--- config.mk ---
export PLATFORM = sky130hd
export DESIGN_NAME = traffic_ctrl_param
export DESIGN_NICKNAME = d
export VERILOG_FILES = /design/src/rtl/traffic_ctrl_param.sv
export SDC_FILE = /design/constraint.sdc
export NUM_CORES = 1
export LEC_CHECK = 0
export CAP_MARGIN = 0
export CELL_PAD_IN_SITES_DETAIL_PLACEMENT = 1
export CELL_PAD_IN_SITES_GLOBAL_PLACEMENT = 2
export CORE_MARGIN = 2
export CORE_UTILIZATION = 29
export CTS_CLUSTER_SIZE = 40
export DETAILED_ROUTE_END_ITERATION = 8
export PLACE_DENSITY_LB_ADDON = 0.1
export SYNTH_ARGS = -nofsm -noshare
export SYNTH_HDL_FRONTEND = slang
export SYNTH_SLANG_ARGS = --single-unit
--- constraint.sdc ---
create_clock -name clk -period 3.2 [get_ports clk]
set_clock_uncertainty 0.1 [all_clocks]
set_input_delay 0.48 -clock clk [delete_from_list [all_inputs] [get_ports clk]]
set_output_delay 0.48 -clock clk [all_outputs]
set_load 0.005 [all_outputs]
--- src/rtl/traffic_ctrl_param.sv ---
// traffic_ctrl_param: two-group intersection controller
// with pedestrian windows, hold, night flash and status.
module traffic_ctrl_param #(
  parameter int N_DIR         = 4,
  parameter int T_GREEN       = 20,
  parameter int T_YELLOW      = 2,
  parameter int T_LEFT        = 10,
  parameter int T_WALK        = 14,
  parameter int T_BLINK       = 6,
  parameter int PED_ON_DEMAND = 1,
  parameter int CW            = 7
) (
  input  logic                 clk,
  input  logic                 reset_n,
  input  logic                 i_start,
  input  logic                 i_night,
  input  logic [N_DIR-1:0]     i_ped_req,
  output logic [4*N_DIR-1:0]   o_car,
  output logic [2*N_DIR-1:0]   o_walk,
  output logic [3:0]           o_phase,
  output logic [CW-1:0]        o_remain
);

  typedef enum logic [3:0] {
    IDLE  = 4'd0,
    A_GRN = 4'd1,
    A_Y1  = 4'd2,
    A_LFT = 4'd3,
    A_Y2  = 4'd4,
    B_GRN = 4'd5,
    B_Y1  = 4'd6,
    B_LFT = 4'd7,
    B_Y2  = 4'd8,
    NIGHT = 4'd9
  } state_t;

  localparam logic [CW-1:0] TW  = CW'(T_WALK);
  localparam logic [CW-1:0] TWB = CW'(T_WALK + T_BLINK);
  localparam logic ALWAYS = (PED_ON_DEMAND == 0);

  localparam logic [3:0] C_RED = 4'b1000;
  localparam logic [3:0] C_YEL = 4'b0100;
  localparam logic [3:0] C_LFT = 4'b0010;
  localparam logic [3:0] C_GRN = 4'b0001;
  localparam logic [1:0] W_RED = 2'b10;
  localparam logic [1:0] W_GRN = 2'b01;

  state_t        state, nxt_state;
  logic [CW-1:0] cnt, nxt_cnt;
  logic [CW-1:0] h, nxt_h;
  logic          pend_a, nxt_pend_a;
  logic          pend_b, nxt_pend_b;
  logic          grant_a, nxt_grant_a;
  logic          grant_b, nxt_grant_b;
  logic          flash, nxt_flash;
  logic          req_a, req_b, running;
  logic          a_active, grant_idle;
  logic [3:0]    lamp;
  logic [1:0]    walk_idle;
  logic [4*N_DIR-1:0] nxt_car;
  logic [2*N_DIR-1:0] nxt_walk;

  function automatic logic [CW-1:0] load(input state_t s);
    case (s)
      A_GRN, B_GRN: load = CW'(T_GREEN - 1);
      A_Y1, A_Y2,
      B_Y1, B_Y2:   load = CW'(T_YELLOW - 1);
      A_LFT, B_LFT: load = CW'(T_LEFT - 1);
      default:      load = '0;
    endcase
  endfunction

  function automatic state_t succ(input state_t s);
    case (s)
      A_GRN:   succ = A_Y1;
      A_Y1:    succ = A_LFT;
      A_LFT:   succ = A_Y2;
      A_Y2:    succ = B_GRN;
      B_GRN:   succ = B_Y1;
      B_Y1:    succ = B_LFT;
      B_LFT:   succ = B_Y2;
      B_Y2:    succ = A_GRN;
      default: succ = s;
    endcase
  endfunction

  assign running = (state != IDLE) && (state != NIGHT);

  // Collapse per-approach buttons into one request per group.
  always_comb begin
    req_a = 1'b0;
    req_b = 1'b0;
    for (int k = 0; k < N_DIR; k++) begin
      if ((k % 2) == 0) req_a = req_a | i_ped_req[k];
      else              req_b = req_b | i_ped_req[k];
    end
  end

  // Next state, phase counter, half elapsed and request bookkeeping.
  always_comb begin
    nxt_state   = state;
    nxt_cnt     = cnt;
    nxt_h       = h;
    nxt_pend_a  = pend_a;
    nxt_pend_b  = pend_b;
    nxt_grant_a = grant_a;
    nxt_grant_b = grant_b;
    nxt_flash   = 1'b0;
    if (i_night) begin
      nxt_state   = NIGHT;
      nxt_cnt     = '0;
      nxt_h       = '0;
      nxt_pend_a  = 1'b0;
      nxt_pend_b  = 1'b0;
      nxt_grant_a = 1'b0;
      nxt_grant_b = 1'b0;
      nxt_flash   = (state == NIGHT) ? ~flash : 1'b1;
    end else if (!running) begin
      if (i_start) begin
        nxt_state   = A_GRN;
        nxt_cnt     = load(A_GRN);
        nxt_h       = '0;
        nxt_grant_b = ALWAYS | pend_b | req_b;
        nxt_pend_b  = 1'b0;
      end else begin
        nxt_state = IDLE;
        nxt_cnt   = '0;
        nxt_h     = '0;
      end
    end else begin
      nxt_pend_a = pend_a | req_a;
      nxt_pend_b = pend_b | req_b;
      if (i_start) begin
        if (cnt == '0) begin
          nxt_state = succ(state);
          nxt_cnt   = load(nxt_state);
          nxt_h     = h + CW'(1);
          if (nxt_state == A_GRN) begin
            nxt_h       = '0;
            nxt_grant_b = ALWAYS | pend_b | req_b;
            nxt_pend_b  = 1'b0;
          end
          if (nxt_state == B_GRN) begin
            nxt_h       = '0;
            nxt_grant_a = ALWAYS | pend_a | req_a;
            nxt_pend_a  = 1'b0;
          end
        end else begin
          nxt_cnt = cnt - CW'(1);
          nxt_h   = h + CW'(1);
        end
      end
    end
  end

  // Lamp pattern for the upcoming state, registered below.
  always_comb begin
    nxt_car  = '0;
    nxt_walk = '0;
    a_active = (nxt_state == A_GRN) || (nxt_state == A_Y1) ||
               (nxt_state == A_LFT) || (nxt_state == A_Y2);
    grant_idle = a_active ? nxt_grant_b : nxt_grant_a;
    case (nxt_state)
      A_GRN, B_GRN: lamp = C_GRN;
      A_LFT, B_LFT: lamp = C_LFT;
      A_Y1, A_Y2,
      B_Y1, B_Y2:   lamp = C_YEL;
      NIGHT:        lamp = nxt_flash ? C_YEL : 4'b0000;
      default:      lamp = 4'b0000;
    endcase
    if (grant_idle && (nxt_h < TW))
      walk_idle = W_GRN;
    else if (grant_idle && (nxt_h < TWB))
      walk_idle = (nxt_h[0] ^ TW[0]) ? 2'b00 : W_GRN;
    else
      walk_idle = W_RED;
    for (int k = 0; k < N_DIR; k++) begin
      if ((nxt_state == IDLE) || (nxt_state == NIGHT)) begin
        nxt_car[4*k +: 4]  = lamp;
        nxt_walk[2*k +: 2] = 2'b00;
      end else if (((k % 2) == 0) == a_active) begin
        nxt_car[4*k +: 4]  = lamp;
        nxt_walk[2*k +: 2] = W_RED;
      end else begin
        nxt_car[4*k +: 4]  = C_RED;
        nxt_walk[2*k +: 2] = walk_idle;
      end
    end
  end

  // Control state register.
  always_ff @(posedge clk) begin
    if (!reset_n) begin
      state   <= IDLE;
      cnt     <= '0;
      h       <= '0;
      pend_a  <= 1'b0;
      pend_b  <= 1'b0;
      grant_a <= 1'b0;
      grant_b <= 1'b0;
      flash   <= 1'b0;
    end else begin
      state   <= nxt_state;
      cnt     <= nxt_cnt;
      h       <= nxt_h;
      pend_a  <= nxt_pend_a;
      pend_b  <= nxt_pend_b;
      grant_a <= nxt_grant_a;
      grant_b <= nxt_grant_b;
      flash   <= nxt_flash;
    end
  end

  // Output register, updated on the same edge as the state.
  always_ff @(posedge clk) begin
    if (!reset_n) begin
      o_car    <= '0;
      o_walk   <= '0;
      o_phase  <= 4'd0;
      o_remain <= '0;
    end else begin
      o_car    <= nxt_car;
      o_walk   <= nxt_walk;
      o_phase  <= nxt_state;
      o_remain <= nxt_cnt;
    end
  end

endmodule
Word-level counts from Yosys, hierarchy flattened:

Memories as Yosys holds them, arrays and structs flattened.
Index checks and enable logic that the tools add are counted.

* bits in read-only memories: 64
* register bits: 47
* word-level logic and storage cells: 113
* latch bits: 0
* memories kept: 1
* RAM bits: 0

Memory list
* (no name shown): words 16, width 4, read ports 1, clocked after memory_dff 0, write ports 0, RTL line 64 `case (s)`

* shift-type cells: 0
* add/sub/neg operators: 2
* reduce and logical (&&, ||, !) cells: 15
* multiply operators: 0
* $lt $le $gt $ge: 2
* div/mod/pow operators: 0
* equal/unequal tests: 22
* bitwise gates (word level): 6
* multiplexer cells: 55

Operator list (number)
* 7-bit 2-to-1 mux: 9
* 4-bit 2-to-1 mux: 12
* 4-bit by 3-bit equality test with 1-bit output (second input constant): 9
* 4-bit case mux with 8 select lines: 1
* 1-bit 2-to-1 mux: 24
* 4-bit by 2-bit equality test with 1-bit output (second input constant): 4
* 4-bit equality test (second input constant): 4
* 4-bit by 1-bit equality test with 1-bit output (second input constant): 3
* 2-bit 2-to-1 mux: 6
* 3-bit case mux with 4 select lines: 1
* 7-bit by 1-bit adder with 7-bit output (second input constant): 1
* 7-bit logical NOT: 1
* 7-bit by 4-bit < comparator with 1-bit output (second input constant): 1
* 7-bit by 5-bit < comparator with 1-bit output (second input constant): 1
* 7-bit by 1-bit subtractor with 7-bit output (second input constant): 1
* 2-bit OR reduction: 3
* 5-bit 2-to-1 mux: 1
* 4-bit logical NOT: 1
* 1-bit logical OR: 4
* 4-bit != test (second input constant): 1
* 1-bit bitwise OR: 4
* 4-bit nonzero test: 1
* 4-bit OR reduction: 1
* 1-bit logical AND: 3
* 4 further kinds: 5

Logic depth before layout (Yosys ltp):

* word-level depth: 20
* mapped depth: 8
* mapped depth without buffers: 8

Worst setup path before layout:

Ideal clock, no wire load.

* path kind: reg-to-reg
* start: register, netlist name o_remain[0]
* end: register o_walk[6]
* path slack: 0.883 ns
* setup time: 0.060 ns
* data arrival time: 2.157 ns
* clock period less this slack: 2.317 ns
* cell stages (with the launch flop): 9
* required time: 3.040 ns
* cell sequence: dfxtp_1 -> inv_1 -> ha_1 -> or4b_4 -> nor3_2 -> nor4b_4 -> o311ai_1 -> o2111a_2 -> o2111a_1

RTL lines
* end signal: assignment: RTL line 223 `o_walk <= nxt_walk;`
* end: declaration: RTL line 19 `output logic [2*N_DIR-1:0] o_walk,`

Worst setup path in the final report:

* start: input i_start
* end: register o_walk[6]

* longest elaborated chain between the ends: 13
* elaborated cells on any way between the ends: 34

Ends and longest elaborated chain
* start: declaration: RTL line 15 `input logic i_start,`
* parallel branches: the longest is 12 deep, another holds 7-bit by 5-bit < comparator with 1-bit output
* 2-bit 2-to-1 mux *

Every way passes the cells marked *.
A chain may end at the register's enable or synchronous reset.

==> impl_metrics.csv <==
group,metric,value,unit
run_status,status,"finished clean",
logic_synthesis,yosys-top-cells-count,"41 x nor2_1, 35 x dfxtp_1, 16 x nand2_1, 13 x a21oi_1",
drt,post_drt_wl_per_cell,16.4,um
global_routing,grt_pass1_wl,10.2,mm
worst_setup_path,required,3.34,ns
clocking,htree_levels,2,
clocking,root_buffer,"clkbuf_8",
die,initial_utilization,0.302,
timing,hold_viol_final,0,
worst_setup_path,cp_max_fo,8,
worst_setup_path,worst_r2r_startpoint,"o_remain[0]",
power,power.internal,716,uW
timing,rsz0062_at_grt,"false",
power,p_switching,319,uW
global_routing,grt_pass1_vias,1970,
logic_synthesis,netlist.area_leader.share,0.339,
worst_setup_path,worstSetupPathType,"primary input to flip-flop",
cells_and_area,instances_no_fill,387,
clocking,ctsResizeCount,0,
global_routing,grt_max_degree,18,
global_routing,groute.usage.overall,0.173,
logic_synthesis,synth_nets,267,
power,seq_power_share,0.457,
clocking,clock-sinks,35,
logic_synthesis,syn_area_per_cell,8.04,um2
power,sw_frac_of_total,0.308,
die,row_count,30,
timing,slew_viol_final,0,
cells_and_area,nets,300,
global_routing,grt.overflow.total,0,
placement,dp.cells,379,
logic_synthesis,synth_top_cell_by_area,"dfxtp_1",
timing,tightestPinTransition,0.655,ns
worst_setup_path,crit_path_start,"i_start",
timing,fin_crit_sh,0.838,
logic_synthesis,synth_area_leaders,"dfxtp_1 34%, nor2_1 7.5%, buf_4 4.4%",
placement,hpwl,4.87,mm
power,clockPowerShare,0.319,
clocking,cts_tree,"done",
worst_setup_path,cp_slowest_cell,"clkdlybuf4s50_1",
worst_setup_path,worst_ep_arrival_time,2.82,ns
die,die_area,7810,um2
timing,slew-limit-headroom,0.561,
cells_and_area,area_growth,26.5,%
logic_synthesis,ys.flop_type,"dfxtp_1",
cells_and_area,diodes,0,
min_path,hold_class,"flip-flop to flip-flop",
timing,finalCriticalPeriod,2.68,ns
die,die_h,88.4,um
drt,drtIter0Drc,41,
logic_synthesis,syn_inst,257,
worst_setup_path,startpoint_type,"primary input",
power,pwr_density_cell,396,nW/um2
logic_synthesis,syn-cell-area,2070,um2
logic_synthesis,ys_ff_latch,35,
power,power_frac_comb,0.224,
cells_and_area,multiInputGateArea,1190,um2
cells_and_area,fillers,851,
placement,gp_congestion,0.819,
worst_setup_path,critical_path.top_delay_family,"simple AND/OR/NAND/NOR gates",
drt,viasPerCell,5.10,
timing,setup_viol,0,
min_path,hold_start,"flash",
clocking,clock_path_buffers,2,
logic_synthesis,synth-edff-count,0,
worst_setup_path,path_cells,"clkdlybuf4s50_1 -> or3b_2 -> nor3_2 -> nor4b_4 -> o311ai_1 -> o2111a_2 -> o2111a_1",
die,core-area,6830,um2
timing,fmax,0.373,GHz
timing,tns,0,ns
clocking,postCtsSetupBuffers,0,
die,die_width,88.4,um
placement,numPortBuffers,42,
logic_synthesis,synthArstFlopShare,0,
drt,dr.pass1.iters,4,
logic_synthesis,yosys_warnings,0,
drt,drc,0,
clocking,numCtsBuffers,5,
drt,totalWireLength,6.34,mm
drt,via_count,1973,
job,max_cap_viol_count,0,
logic_synthesis,synth.most_common_cell,"nor2_1",
logic_synthesis,ys_types,58,
worst_setup_path,cp_num_buf_inv,1,
clocking,clkSlewWorstSetupHoldPaths,0.08,ns
cells_and_area,regArea,701,um2
worst_setup_path,endpoint_kind,"flip-flop",
drt,ant_nets,0,
cells_and_area,drive_gt1_frac,0.110,
global_routing,antenna_found_initial,0,
clocking,ctsHoldBuffers,0,
die,io_pins,43,
logic_synthesis,synth_seq_area_share,0.339,
power,p_leak,0.000951,uW
clocking,clkLatencyLatePin,0.30,ns
power,ir_drop,0.000157,V
worst_setup_path,max_stage_delay,0.65,ns
cells in the final DEF, fill, tap and decap left out, types with 6 or more instances in the layout:
| master | Yosys | routed |
|---|---|---|
| nand2b_1 | 6 | 6 |
| inv_1 | 9 | 9 |
| nand2_1 | 16 | 16 |
| buf_4 | 12 | 9 |
| dfxtp_1 | 35 | 35 |
| o21ai_0 | 8 | 8 |
| nand3_1 | 9 | 9 |
| nor3_1 | 12 | 12 |
| clkdlybuf4s50_1 | 0 | 42 |
| nor2_1 | 41 | 41 |
| a21oi_1 | 13 | 13 |
worst paths after layout:
check,slack [ns],cells after the start,endpoint
max,0.52,7,o_walk[6]
min reg2reg,0.35,1,flash
min,0.35,1,flash
max reg2reg,0.57,8,o_walk[4]
layout make-up:
type	count	area share
clock inverters	2	0.00479
inverters	9	0.0129
clock buffers	6	0.0278
repair buffers	51	0.187
multi-input cells	188	0.454
flip-flops and latches	35	0.268
well taps	96	0.0460
per-layer routing:
layer / global-route usage / wire (um) / vias to the layer above
li1: - / - / 977
met1: 0.241 / 3150 / 953
met2: 0.279 / 2930 / 37
met3: 0.0317 / 209 / 6
met4: 0.0386 / 58 / 0
met5: 0 / 0 / -
cells by family after synthesis:
logic type | synth area share
simple gates | 0.309
compound gates | 0.196
flops | 0.339
buf+inv | 0.0866
xor+xnor | 0.0424
mux | 0.0145
fa+ha+maj | 0.0121
metrics by stage:
step | total power [uW] | hold slack, ns | utilization | setup WS [ns] | instance area, um2
finish | 1040 | 0.352 | 0.383 | 0.517 | 2610
global route | 1090 | 0.389 | 0.383 | 0.341 | 2610
CTS | 1050 | 0.347 | 0.383 | 0.513 | 2610
detailed placement | 717 | 0.329 | 0.370 | 0.212 | 2530
global placement | 717 | 0.334 | 0.370 | 0.243 | 2530
floorplan | 620 | 0.309 | - | 0.883 | 2070
state kept, by name, summed over array words and instances, names as in the netlist:
name and count:
o_phase 4, pend_b 1, grant_a 1, o_car 8, o_walk 4, pend_a 1
grant_b 1, o_remain 7, flash 1, h 7
power groups by stage:
stage                     clock network [uW]  registers, uW  logic (uW)
final                                    330            474         232
after global routing                     354            477         257
after CTS                                340            474         234
after detailed placement                   0            484         232
after global placement                     0            484         233
after floorplan                            0            475         145
Note: power is estimated with default switching activity, not from simulation.
